--- config.mk ---
export PLATFORM = sky130hd
export DESIGN_NAME = bin_to_bcd
export DESIGN_NICKNAME = d
export VERILOG_FILES = /design/src/rtl/bin_to_bcd.sv
export SDC_FILE = /design/constraint.sdc
export NUM_CORES = 1
export LEC_CHECK = 0
export BUFFER_PORTS_ARGS = -buffer_cell sky130_fd_sc_hd__buf_2
export CAP_MARGIN = 5
export CORE_AREA = 2 2 63 80
export DETAILED_ROUTE_END_ITERATION = 7
export DIE_AREA = 0 0 65 82
export HOLD_SLACK_MARGIN = 0.06
export MAX_ROUTING_LAYER = met4
export PLACE_DENSITY_LB_ADDON = 0.3
export SLEW_MARGIN = 20
export SYNTH_ARGS = -nofsm -noshare
export SYNTH_HDL_FRONTEND = slang
export SYNTH_SLANG_ARGS = --single-unit
--- constraint.sdc ---
create_clock -name clk -period 4.6 [get_ports clk]
set_input_delay 0.46 -clock clk [delete_from_list [all_inputs] [get_ports clk]]
set_output_delay 0.46 -clock clk [all_outputs]
set_load 0.02 [all_outputs]
--- src/rtl/bin_to_bcd.sv ---
// 14-bit binary to 4-digit packed BCD converter using sequential double-dabble.
// One conversion takes 14 shift cycles; the result, the overflow flag and the
// leading-zero "show" mask are published together on the single DONE cycle.
module bin_to_bcd #(
    parameter int SAT = 1
) (
    input  logic        clk,
    input  logic        rst,
    input  logic        start,
    input  logic [13:0] bin,
    output logic        busy,
    output logic        done,
    output logic [15:0] bcd,
    output logic        ovf,
    output logic [3:0]  lz_mask
);

    typedef enum logic [1:0] {
        IDLE  = 2'd0,
        SHIFT = 2'd1,
        DONE  = 2'd2
    } state_t;

    localparam logic [13:0] MAX_DEC   = 14'd9999;
    localparam logic [3:0]  LAST_STEP = 4'd13;

    state_t      state_reg, state_next;
    logic [3:0]  cnt_reg;
    logic [13:0] op_reg;
    logic [15:0] acc_reg;
    logic        ovf_pend_reg;
    logic [15:0] bcd_reg;
    logic        ovf_reg;
    logic [3:0]  lz_reg;

    logic        accept;
    logic        last_step;
    logic [15:0] adj_acc;
    logic [15:0] step_acc;
    logic [3:0]  step_lz;

    // A request is honoured only outside SHIFT; a running conversion is never disturbed.
    assign accept    = start && (state_reg != SHIFT);
    assign last_step = (state_reg == SHIFT) && (cnt_reg == LAST_STEP);

    // Per-digit "add 3 if >= 5" correction applied before every shift.
    generate
        for (genvar gi = 0; gi < 4; gi++) begin : g_adj
            assign adj_acc[4*gi+3:4*gi] = (acc_reg[4*gi+3:4*gi] >= 4'd5)
                                        ? acc_reg[4*gi+3:4*gi] + 4'd3
                                        : acc_reg[4*gi+3:4*gi];
        end
    endgenerate

    // One double-dabble step: corrected accumulator shifted left, operand MSB enters.
    assign step_acc = {adj_acc[14:0], op_reg[13]};

    // Digit k is shown when it or any more significant digit is nonzero; digit 0 always shown.
    assign step_lz[0] = 1'b1;
    generate
        for (genvar gi = 1; gi < 4; gi++) begin : g_lz
            assign step_lz[gi] = |step_acc[15:4*gi];
        end
    endgenerate

    // State register.
    always_ff @(posedge clk) begin
        if (rst) begin
            state_reg <= IDLE;
        end else begin
            state_reg <= state_next;
        end
    end

    // Next-state logic: 14 edges in SHIFT, then a single DONE cycle.
    always_comb begin
        state_next = state_reg;
        case (state_reg)
            IDLE:    if (start) state_next = SHIFT;
            SHIFT:   if (cnt_reg == LAST_STEP) state_next = DONE;
            DONE:    state_next = start ? SHIFT : IDLE;
            default: state_next = IDLE;
        endcase
    end

    // Datapath: latch operand on accept, shift during SHIFT, publish on the final step.
    always_ff @(posedge clk) begin
        if (rst) begin
            cnt_reg      <= 4'd0;
            op_reg       <= 14'd0;
            acc_reg      <= 16'h0000;
            ovf_pend_reg <= 1'b0;
            bcd_reg      <= 16'h0000;
            ovf_reg      <= 1'b0;
            lz_reg       <= 4'b0001;
        end else if (accept) begin
            // With saturation, out-of-range operands are replaced by 9999 up front.
            op_reg       <= ((bin > MAX_DEC) && (SAT != 0)) ? MAX_DEC : bin;
            ovf_pend_reg <= (bin > MAX_DEC);
            cnt_reg      <= 4'd0;
            acc_reg      <= 16'h0000;
        end else if (state_reg == SHIFT) begin
            acc_reg <= step_acc;
            op_reg  <= {op_reg[12:0], 1'b0};
            cnt_reg <= cnt_reg + 4'd1;
            if (last_step) begin
                ovf_reg <= ovf_pend_reg;
                if (ovf_pend_reg && (SAT == 0)) begin
                    bcd_reg <= 16'hEEEE;
                    lz_reg  <= 4'b1111;
                end else begin
                    bcd_reg <= step_acc;
                    lz_reg  <= step_lz;
                end
            end
        end
    end

    assign busy    = (state_reg == SHIFT);
    assign done    = (state_reg == DONE);
    assign bcd     = bcd_reg;
    assign ovf     = ovf_reg;
    assign lz_mask = lz_reg;

endmodule

# --- Yosys cells after proc, flatten, opt, wreduce, memory -nomap -nowiden ---
# Index checks and enable logic that the tools add are counted.
op_classes:
  add_sub_neg: 5
  order_cmp: 5
  eq_ne: 6
  mux: 11
  n_bitwise: 1
  reduce_logical: 10
ops:
  columns: ["cell", "count"]
  rows:
  - ["$mux W14", 3]
  - ["$ge A4 B3 Y1 const B", 4]
  - ["$gt A14 B14 Y1 const B", 1]
  - ["$add A4 B2 Y4 const B", 3]
  - ["$mux W4", 3]
  - ["$reduce_or A12 Y1", 1]
  - ["$reduce_or A8 Y1", 1]
  - ["$pmux W2 S3", 1]
  - ["$add A4 B1 Y4 const B", 1]
  - ["$eq A4 B4 Y1 const B", 1]
  - ["$mux W2", 2]
  - ["$ne A2 B1 Y1 const B", 2]
  - ["$reduce_or A4 Y1", 1]
  - ["$add A3 B2 Y3 const B", 1]
  - ["$mux W3", 1]
  - ["$reduce_and A3 Y1", 1]
  - ["$eq A2 B1 Y1 const B", 1]
  - ["$eq A2 B2 Y1 const B", 1]
  - ["$logic_and A1 B1 Y1", 2]
  - ["$logic_not A2 Y1", 1]
  - ["$ne A2 B2 Y1 const B", 1]
  - ["$reduce_and A2 Y1", 1]
  - ["$reduce_bool A2 Y1", 1]
  - ["$reduce_or A2 Y1", 1]
  - ["2 further kinds", 2]
totals:
  register_bits: 57
  input_bits: 17
  out_inout_bits: 23
  word_cells: 46

# --- Longest topological paths before layout ---
# Gate-level depths: netlist of run 1.
logic_depth:
  depth_word: 4
  depth_mapped: 7

# --- Worst setup path after synthesis of run 1 ---
# OpenSTA, ideal clock, no wires.
synth_path:
  path_type: "register to register"
  startpoint: "register acc_reg[9]"
  endpoint: "register lz_reg[1], in the netlist lz_mask[1]"
  t_arrival_ns: 1.541
  required_time_ns: 4.462
  setup_slack_ns: 2.922
  path_stages_with_launch: 8
  path_buffers: 0
  period_less_slack_ns: 1.678
  cell_sequence: "dfxtp_1 > inv_1 > ha_1 > nand2b_2 > a2111oi_2 > a31oi_1 > nor4_2 > a311oi_1"
synth_between:
  elab_chain_cells: 3
  word_cells_on_any_way: 4
  classes_between: "add/sub: 1; order compare: 1; mux: 1; reduce/logical: 1"
synth_lines:
  columns: ["element", "line", "text"]
  rows:
  - ["from (decl)", "30", "logic [15:0] acc_reg;"]
  - ["from (signal assigned)", "103", "acc_reg <= step_acc;"]
  - ["$add A4 B2 Y4 or $ge A4 B3 Y1 (tied branches)", "50, 49", null]
  - ["$mux W4 (*)", "50", "? acc_reg[4*gi+3:4*gi] + 4'd3"]
  - ["$reduce_or A12 Y1 (*)", "62", "assign step_lz[gi] = |step_acc[15:4*gi];"]
  - ["to (signal assigned)", "113", "lz_reg <= step_lz;"]
  - ["to (decl)", "34", "logic [3:0] lz_reg;"]
# Every way passes the cells marked *; elsewhere a longest branch is shown, timed or not.
# A chain may end at the register's enable or synchronous reset.

# --- Final worst setup path of run 1 ---
layout_path:
  startpoint: "register state_reg[1]"
  endpoint: "output busy"
layout_between:
  elab_chain_cells: 1
layout_lines:
  columns: ["element", "line", "text"]
  rows:
  - ["from (decl)", "27", "state_t state_reg, state_next;"]
  - ["from (signal assigned)", "71", "state_reg <= state_next;"]
  - ["$eq A2 B1 Y1", "119", "assign busy = (state_reg == SHIFT);"]
  - ["to (decl)", "11", "output logic busy,"]
# Every way passes these cells.

==> impl_metrics.toml, run 1 <==
[status]
status = "completed"

[grt]
grt_use_total = 0.227
antenna_found_initial = 0
gr-total-overflow = 0
grt_pass1_vias = 2024
grt_max_degree = 37
grt_pass1_wl_um = 9000

[critical_path]
reg2reg_depth = 6
crit_type = "flop to output port"
start_kind = "flop"
worst_r2r_startpoint = "cnt_reg[0]$_SDFFE_PP0P_"
required_ns = 4.14
crit_path_max_fanout = 36
arrival_ns = 1.53
crit_path_start = "state_reg[1]$_SDFFE_PP0P_"
regToRegEndpoint = "lz_mask[1]$_SDFFE_PP0P_"
crit_path_end_kind = "output port"
r2r_slack_ns = 2.72

[clocking]
cts-buffers-inserted = 9
postCtsSetupRepairBufs = 0
path_clk_slew_ns = 0.06
postCtsHoldBufs = 0
htreeDepth = 3
clockBufferDepth = 2
cts_resized = 0
clk-insertion-delay-late_ns = 0.33
tritoncts = "built"
cts.sink_count = 57
root_buffer = "clkbuf_8"

[detailed_routing]
firstDrtPassIters = 4
wl_um = 5320
drtIter0Drc = 132
via_per_inst = 5.46
route.detailed.drc = 0
ant_nets = 0
vias = 2257
routedWlPerCell_um = 12.9

[floorplan]
die_w_um = 65
initial_core_util = 0.585
io_pins = 40
die_area_um2 = 5330
die_h_um = 82
core_area_um2 = 4590
std_cell_rows = 28

[logic_synthesis]
avgSynthCellArea_um2 = 8.42
yosys.area.top_type_share = 0.425
synth_edf_count = 0
syn_inst = 319
yosys_warnings = 0
synth_seq_area_share = 0.425
synthTopCellsByCount = "57 x dfxtp_1, 50 x nand2_1, 38 x a21oi_1"
synth_area_um2 = 2690
synth_cell_types = 41
async_flop_share = 0
synth_area_leaders = "dfxtp_1 42%, a21oi_1 7.1%, nand2_1 7.0%, ha_1 4.7%, nor2_1 4.6%"
synth_most_common_cell = "dfxtp_1"
ys.flop_type = "dfxtp_1"
ys_ff_latch = 57
syn_nets = 346
yosys.area.top_type = "dfxtp_1"

[layout]
stdcell_count = 413
nets = 376
synthToLayoutAreaGrowth_pct = 14.8
layout-drive-gt1-share = 0.178
antenna_cells = 0
stdcell_area_um2 = 3080

[power]
p_int_w = 0.000892
power_frac_clock = 0.464
peakVddDrop_mv = 0.261
total_power_w = 0.00115
switching_share = 0.224
p_seq_frac = 0.454
p_comb_frac = 0.082
switchingPower_w = 0.000257
power_leakage_nw = 1.24
powerDensity_nw_per_um2 = 373

[sta]
worstMarginPinSlew_ns = 0.688
rsz0062_at_grt = "false"
finClkSkew_ns = 0.00667
tns_ns = 0
setup_viol = 0
min_period_ns = 1.99
hold_viol = 0
drv_slew = 0
relSlewSlack = 0.540
max_freq_ghz = 0.502
period_share = 0.433
worst_slack_ns = 2.61

[place]
place_inst = 398
dpl_cell_area_um2 = 2850
pre_cts_slack_ns = 2.58
dpl.hpwl_um = 3620
io_buffers = 38
gp_congestion = 0.810

[hold_path]
hp-start = "bin[5]"
min_to = "op_reg[5]$_SDFFE_PP0P_"
hp-class = "input port to flop"
hold_depth = 3

[flow_run]
cap_viol_max_count = 0
==> critical path: stages (launching register included) <==
cell,delay (ns)
dfxtp_1,0.30
nand2b_1,0.16
inv_2,0.46
buf_2,0.28
==> power groups by stage <==
stage          registers [W]   logic, W  clock network [W]
2_1_floorplan       0.000529  0.0000759                  0
6_report            0.000521  0.0000941           0.000533
5_1_grt             0.000523   0.000108           0.000568
3_3_place_gp        0.000531  0.0000920                  0
3_5_place_dp        0.000532  0.0000944                  0
4_1_cts             0.000521  0.0000947           0.000545
==> how the worst max path moves through the flow <==
stage | end | slack, ns | depth (start not counted)
5_1_grt | busy | 2.49 | 3
2_1_floorplan | lz_mask[1]$_SDFFE_PP0P_ | 2.92 | 7
4_1_cts | busy | 2.59 | 3
3_3_place_gp | ovf_pend_reg$_SDFFE_PP0P_ | 2.62 | 4
6_report | busy | 2.61 | 3
3_5_place_dp | ovf_pend_reg$_SDFFE_PP0P_ | 2.58 | 4
==> layout make-up <==
| cell class | instances | area [um2] |
|---|---|---|
| multi-input cells | 230 | 1390 |
| clock inverters | 2 | 60.1 |
| flip-flops and latches | 57 | 1140 |
| inverters | 12 | 45.0 |
| repair buffers | 39 | 198 |
| clock buffers | 13 | 169 |
| fillers | 397 | 1510 |
| well taps | 60 | 75.1 |
==> routing by layer <==
metal	part of all wire	vias to the layer above	GRT usage
li1	-	1156	-
met1	0.44	1041	0.251
met2	0.49	50	0.389
met3	0.048	10	0.0507
met4	0.020	0	0.106
met5	0	-	-
==> metrics by stage <==
step	hold WS [ns]	utilization
after floorplan	0.432	-
after global placement	0.442	0.622
after detailed placement	0.444	0.622
after CTS	0.382	0.671
after global routing	0.404	0.671
final	0.394	0.671
==> cell usage in the layout (no fill, tap or decap), types with 2 or more instances in the layout <==
| cell type | n |
|---|---|
| nand3_1 | 5 |
| nand2_1 | 50 |
| a311oi_1 | 3 |
| bufinv_16 | 2 |
| ha_1 | 10 |
| mux2i_1 | 12 |
| and2_1 | 3 |
| a21oi_1 | 38 |
| inv_1 | 11 |
| buf_2 | 38 |
| xnor2_1 | 5 |
| dfxtp_1 | 57 |
| nor2_1 | 33 |
| nor2b_1 | 2 |
| xor2_1 | 2 |
| clkbuf_8 | 12 |
| a211oi_1 | 13 |
| o21ai_0 | 12 |
| nor3b_1 | 11 |
| nand3b_1 | 3 |
| o21ai_1 | 2 |
| a221oi_1 | 4 |
| nand2b_1 | 6 |
==> cell families (layout without fill, tap and decap cells) <==
logic type | Yosys count | count (layout) | synth area share
AOI/OAI and AO/OA | 79 | 79 | 0.180
xor gates and xnor gates | 7 | 7 | 0.0228
adders and majority gates | 10 | 10 | 0.0466
buffers and inverters | 32 | 66 | 0.0559
DFF | 57 | 57 | 0.425
muxes | 12 | 12 | 0.0447
other | 1 | 1 | 0.00140
and+or+nand+nor | 121 | 121 | 0.223
(Power assumes the default switching activity.)
==> run 2, diff against run 1 <==
Settings changed: ABC_AREA from default to 1, CORE_AREA 2 2 63 80 to 2 2 66 83, DIE_AREA 0 0 65 82 to 0 0 68 85.
Clock period 4.6 ns to 1.9 ns, I/O delays scaled along.
==> run 2 against run 1 <==
  * Final cell count up 16%
  * Wire length up 6.6%
  * Hold slack worse by 0.27 ns
  * Combinational power rose to 3.4 times the previous value
  * Highest routed layer unchanged
  * Non-clock buffer count up 5
  * Synthesized area up 0.79%
  * Core utilization down 5.3 points
  * Largest cell class unchanged
  * Worst setup slack worse by 2.3 ns
==> impl_metrics.toml, run 2 <==
[status]
status = "completed"

[layout]
layout_common_cells = "75 x nand2_1, 57 x inv_1, 57 x dfxtp_1"
stdcell_area_um2 = 3100
nets = 444
final.fill_count = 462
antenna_cells = 0
final_common_cell = "nand2_1"
layout-drive-gt1-share = 0.158
synthToLayoutAreaGrowth_pct = 14.5
stdcell_count = 481

[clocking]
cts-buffers-inserted = 9
clk-insertion-delay-late_ns = 0.33
path_clk_slew_ns = 0.06
htreeDepth = 3
postCtsHoldBufs = 0
root_buffer = "clkbuf_8"
cts.sink_count = 57
clockBufferDepth = 2
tritoncts = "built"
cts_resized = 0
postCtsSetupRepairBufs = 0

[grt]
antenna_found_initial = 0
grt_pass1_wl_um = 9560
gr-usage-met3 = 0.0477
grt_use_total = 0.223
gr-total-overflow = 0
top_usage_layer = "met2"
grt_pass1_vias = 2192
grt_max_degree = 33
met2_usage = 0.351
grtUsageMet1 = 0.267

[flow_run]
cap_viol_max_count = 0

[power]
power_leakage_nw = 1.54
powerDensity_nw_per_um2 = 808
peakVddDrop_mv = 0.452

[logic_synthesis]
synth_seq_area_share = 0.422
ys_ff_latch = 57
syn_inst = 376
synth_area_um2 = 2710
yosys_warnings = 0
avgSynthCellArea_um2 = 7.20
synth_area_leaders = "dfxtp_1 42%, nand2_1 10%, inv_1 7.9%, a21oi_1 5.0%, ha_1 4.6%"
synth_edf_count = 0
synth_most_common_cell = "nand2_1"
yosys.area.top_type_share = 0.422
ys.flop_type = "dfxtp_1"
syn_nets = 403
synthTopCellsByCount = "75 x nand2_1, 57 x dfxtp_1, 57 x inv_1"
synth_cell_types = 31
async_flop_share = 0
yosys.area.top_type = "dfxtp_1"

[critical_path]
required_ns = 2.13
worst_r2r_startpoint = "acc_reg[12]$_SDFFE_PP0P_"
critical_path.endpoint = "lz_mask[1]$_SDFFE_PP0P_"
reg2reg_depth = 12
crit_type = "flop to flop"
r2r_slack_ns = 0.30
crit_path_end_kind = "flop"
crit_path_max_fanout = 4
start_kind = "flop"
arrival_ns = 1.83
crit_path_start = "acc_reg[12]$_SDFFE_PP0P_"
regToRegEndpoint = "lz_mask[1]$_SDFFE_PP0P_"

[detailed_routing]
routedWlPerCell_um = 11.8
drtIter0Drc = 119
wl_um = 5670
route.detailed.drc = 0
via_per_inst = 5.23
ant_nets = 0
vias = 2516
firstDrtPassIters = 4

[floorplan]
core_area_um2 = 5010
io_pins = 40
die_w_um = 68
initial_core_util = 0.540
die_h_um = 85
die_area_um2 = 5780
std_cell_rows = 29

[sta]
rsz0062_at_grt = "false"
min_period_ns = 1.60
finClkSkew_ns = 0.00825
setup_viol = 0
max_freq_ghz = 0.624
worst_slack_ns = 0.298
period_share = 0.843
hold_viol = 0
whs_ns = 0.123
tns_ns = 0
drv_slew = 0

[place]
gp_congestion = 0.828
pre_cts_slack_ns = 0.318
io_buffers = 38
dpl_cell_area_um2 = 2950
place_inst = 468
dpl.hpwl_um = 4090

[hold_path]
hp-class = "input port to flop"
hp-start = "bin[7]"
-- run 2: cell types whose count changed in the layout (fill, tap and decap cells not counted), sizes merged, moves of 6 or more --
cell and change:
a31oi +6, nand2b -7, a211oi -13, nand2 +27
mux2i -12, inv +51, nand3 +16, a21oi -12
nor3b -10, o22ai +8, o21ai +16, o211ai +13
-- run 2: area by class of cell --
cell class | count | area (um2) | share of cell area
Clock buffer | 12 | 145 | 0.0468
Clock inverter | 1 | 5.00 | 0.00162
Inverter | 65 | 246 | 0.0796
Multi-Input combinational cell | 240 | 1250 | 0.403
Sequential cell | 57 | 1140 | 0.368
Tap cell | 62 | 77.6 | 0.0250
Timing Repair Buffer | 44 | 235 | 0.0759
-- run 2: logic make-up after synthesis --
| family | Yosys count | share of synthesized area |
|---|---|---|
| xor gates and xnor gates | 1 | 0.00324 |
| AOI/OAI and AO/OA | 88 | 0.184 |
| adders and majority gates | 10 | 0.0462 |
| other | 1 | 0.00139 |
| buffers and inverters | 79 | 0.117 |
| and+or+nand+nor | 140 | 0.226 |
| DFF | 57 | 0.422 |
-- run 2: routing by layer --
| metal | wire length, um | up-vias |
|---|---|---|
| met5 | 0 | - |
| met3 | 192 | 14 |
| met1 | 2570 | 1137 |
| li1 | - | 1308 |
| met4 | 136 | 0 |
| met2 | 2770 | 57 |
-- run 2: worst min path at each step --
stage                     slack (ns)  cells after the start                   endpoint
final                           0.12                      3     op_reg[7]$_SDFFE_PP0P_
after global routing            0.12                      3     op_reg[3]$_SDFFE_PP0P_
after CTS                       0.11                      3     op_reg[3]$_SDFFE_PP0P_
after detailed placement        0.46                      3     op_reg[3]$_SDFFE_PP0P_
after global placement          0.45                      2  ovf_pend_reg$_SDFFE_PP0P_
after floorplan                 0.34                      2  state_reg[0]$_SDFFE_PP0P_
-- run 2: stage by stage --
stage,utilization,power [W]
floorplan,-,0.00153
global placement,0.589,0.00160
detailed placement,0.589,0.00161
CTS,0.619,0.00253
global route,0.619,0.00263
finish,0.619,0.00250
-- run 2: power by group --
group	total [W]	switching, W	internal (W)
Combinational	0.000318	0.000208	0.000111
Sequential	0.00127	0.0000249	0.00124
Clock	0.000918	0.000434	0.000485
-- run 2: critical path, cell delays in order, from the launching register on --
cell	delay (ns)
dfxtp_1	0.37
inv_1	0.07
ha_1	0.21
inv_1	0.05
nand2_1	0.09
nand3_1	0.10
nand2_1	0.06
nand2_1	0.12
nand2_1	0.07
nor2_1	0.17
nand3_1	0.09
nand2_1	0.07
inv_1	0.04
==> run 3, diff against run 2 <==
Clock period 1.9 ns to 1.6 ns, I/O delays scaled along.
==> run 3 against run 2 <==
  * Final cell count increased by 1.5%
  * Clock skew decreased by 0.0021 ns
  * Count of clock-buffer cells in the layout increased by 2
  * Sequential power increased by 18%
  * First-iteration DRC count increased by 39%
  * Power increased by 27%
  * Critical endpoint unchanged
==> impl_metrics.toml, run 3 (synthesized netlist as in run 2, its figures left out) <==
[grt]
grt_max_degree = 33
gr-total-overflow = 0
grt_pass1_vias = 2402
antenna_found_initial = 0
grt_use_total = 0.234
grt_pass1_wl_um = 10100

[clocking]
cts-buffers-inserted = 9
clk-insertion-delay-late_ns = 0.34
clockBufferDepth = 2
tritoncts = "built"
root_buffer = "clkbuf_8"
path_clk_slew_ns = 0.06
cts.sink_count = 57
postCtsSetupRepairBufs = 0
htreeDepth = 3

[critical_path]
required_ns = 1.84
crit_path_end_kind = "flop"
crit_type = "flop to flop"
start_kind = "flop"
crit_path_max_fanout = 5
arrival_ns = 1.73

[place]
gp_congestion = 0.877
pre_cts_slack_ns = 0.0447
dpl.hpwl_um = 4230
io_buffers = 38

[sta]
drv_slew = 0
min_period_ns = 1.49
finClkSkew_ns = 0.00614
hold_viol = 0
setup_viol = 0
rsz0062_at_grt = "true"
period_share = 0.932
worst_slack_ns = 0.109
max_freq_ghz = 0.671

[floorplan]
io_pins = 40
core_area_um2 = 5010
die_area_um2 = 5780
die_w_um = 68
initial_core_util = 0.540
die_h_um = 85
std_cell_rows = 29

[flow_run]
cap_viol_max_count = 0

[detailed_routing]
drtIter0Drc = 165
route.detailed.drc = 0
wl_um = 6020
vias = 2579
ant_nets = 0
firstDrtPassIters = 4
via_per_inst = 5.28
routedWlPerCell_um = 12.3

[power]
p_int_w = 0.00234
switchingPower_w = 0.000828
p_comb_frac = 0.129
peakVddDrop_mv = 0.590
power_frac_clock = 0.397
powerDensity_nw_per_um2 = 983
power_leakage_nw = 1.61
total_power_w = 0.00317
switching_share = 0.261
p_seq_frac = 0.474

[layout]
antenna_cells = 0
nets = 448
layout-drive-gt1-share = 0.211
layout_common_cells = "67 x nand2_1, 57 x inv_1, 54 x dfxtp_1"
final_common_cell = "nand2_1"
synthToLayoutAreaGrowth_pct = 19.2

[hold_path]
hp-class = "input port to flop"

[status]
status = "completed"
==> run 3: final timing paths <==
path | cells past startpoint | slack [ns] | start | to
max reg2reg | 12 | 0.11 | acc_reg[4]$_SDFFE_PP0P_ | lz_mask[1]$_SDFFE_PP0P_
max | 12 | 0.11 | acc_reg[4]$_SDFFE_PP0P_ | lz_mask[1]$_SDFFE_PP0P_
min reg2reg | 2 | 0.46 | op_reg[13]$_SDFFE_PP0P_ | acc_reg[0]$_SDFFE_PP0P_
min | 3 | 0.09 | bin[11] | op_reg[11]$_SDFFE_PP0P_
==> run 3: area by class of cell <==
type | count | area (um2)
clock inverter | 2 | 10.0
clock buffer | 14 | 183
fill | 445 | 1780
inverter | 65 | 246
sequential | 57 | 1150
multi-input combinational | 240 | 1290
tap | 62 | 77.6
timing repair buffer | 48 | 269
==> run 3: per-layer routing <==
layer | routed length [um] | vias to the layer above | global-route usage | part of all wire
li1 | - | 1318 | - | -
met1 | 2600 | 1179 | 0.266 | 0.43
met2 | 2920 | 63 | 0.370 | 0.48
met3 | 302 | 19 | 0.0451 | 0.050
met4 | 200 | 0 | 0.142 | 0.033
met5 | 0 | - | - | 0
==> run 3: metrics by stage <==
stage	TNS [ns]	util	cell area (um2)	cells	hold WS, ns
5_1_grt	-0.0560	0.644	3230	488	0.0988
3_5_place_dp	0	0.595	2980	472	0.433
2_1_floorplan	0	-	2710	376	0.307
3_3_place_gp	0	0.595	2980	472	0.424
4_1_cts	0	0.633	3170	488	0.0804
6_report	0	0.644	3230	488	0.0879
==> run 3: what timing repair did <==
| action | CTS | global route |
|---|---|---|
| gates resized for setup | 0 | 19 |
| hold buffers | 0 | 0 |
| setup endpoints to repair | 0 | 4 |
==> run 3: power by group through the flow <==
stage / registers [W] / clock network, W / logic [W]
6_report: 0.00150 / 0.00126 / 0.000409
5_1_grt: 0.00151 / 0.00135 / 0.000464
4_1_cts: 0.00150 / 0.00130 / 0.000388
3_5_place_dp: 0.00153 / 0 / 0.000386
3_3_place_gp: 0.00153 / 0 / 0.000377
2_1_floorplan: 0.00153 / 0 / 0.000285
==> run 3: critical path, cell delays in order (launching register included) <==
cell     delay [ns]
dfxtp_4        0.36
inv_1          0.06
ha_1           0.20
inv_1          0.07
nand2_2        0.08
nand3_1        0.10
nand2_1        0.06
nand2_1        0.09
nand2_1        0.06
nor2_1         0.11
nand3_1        0.09
nand2_1        0.07
inv_1          0.04
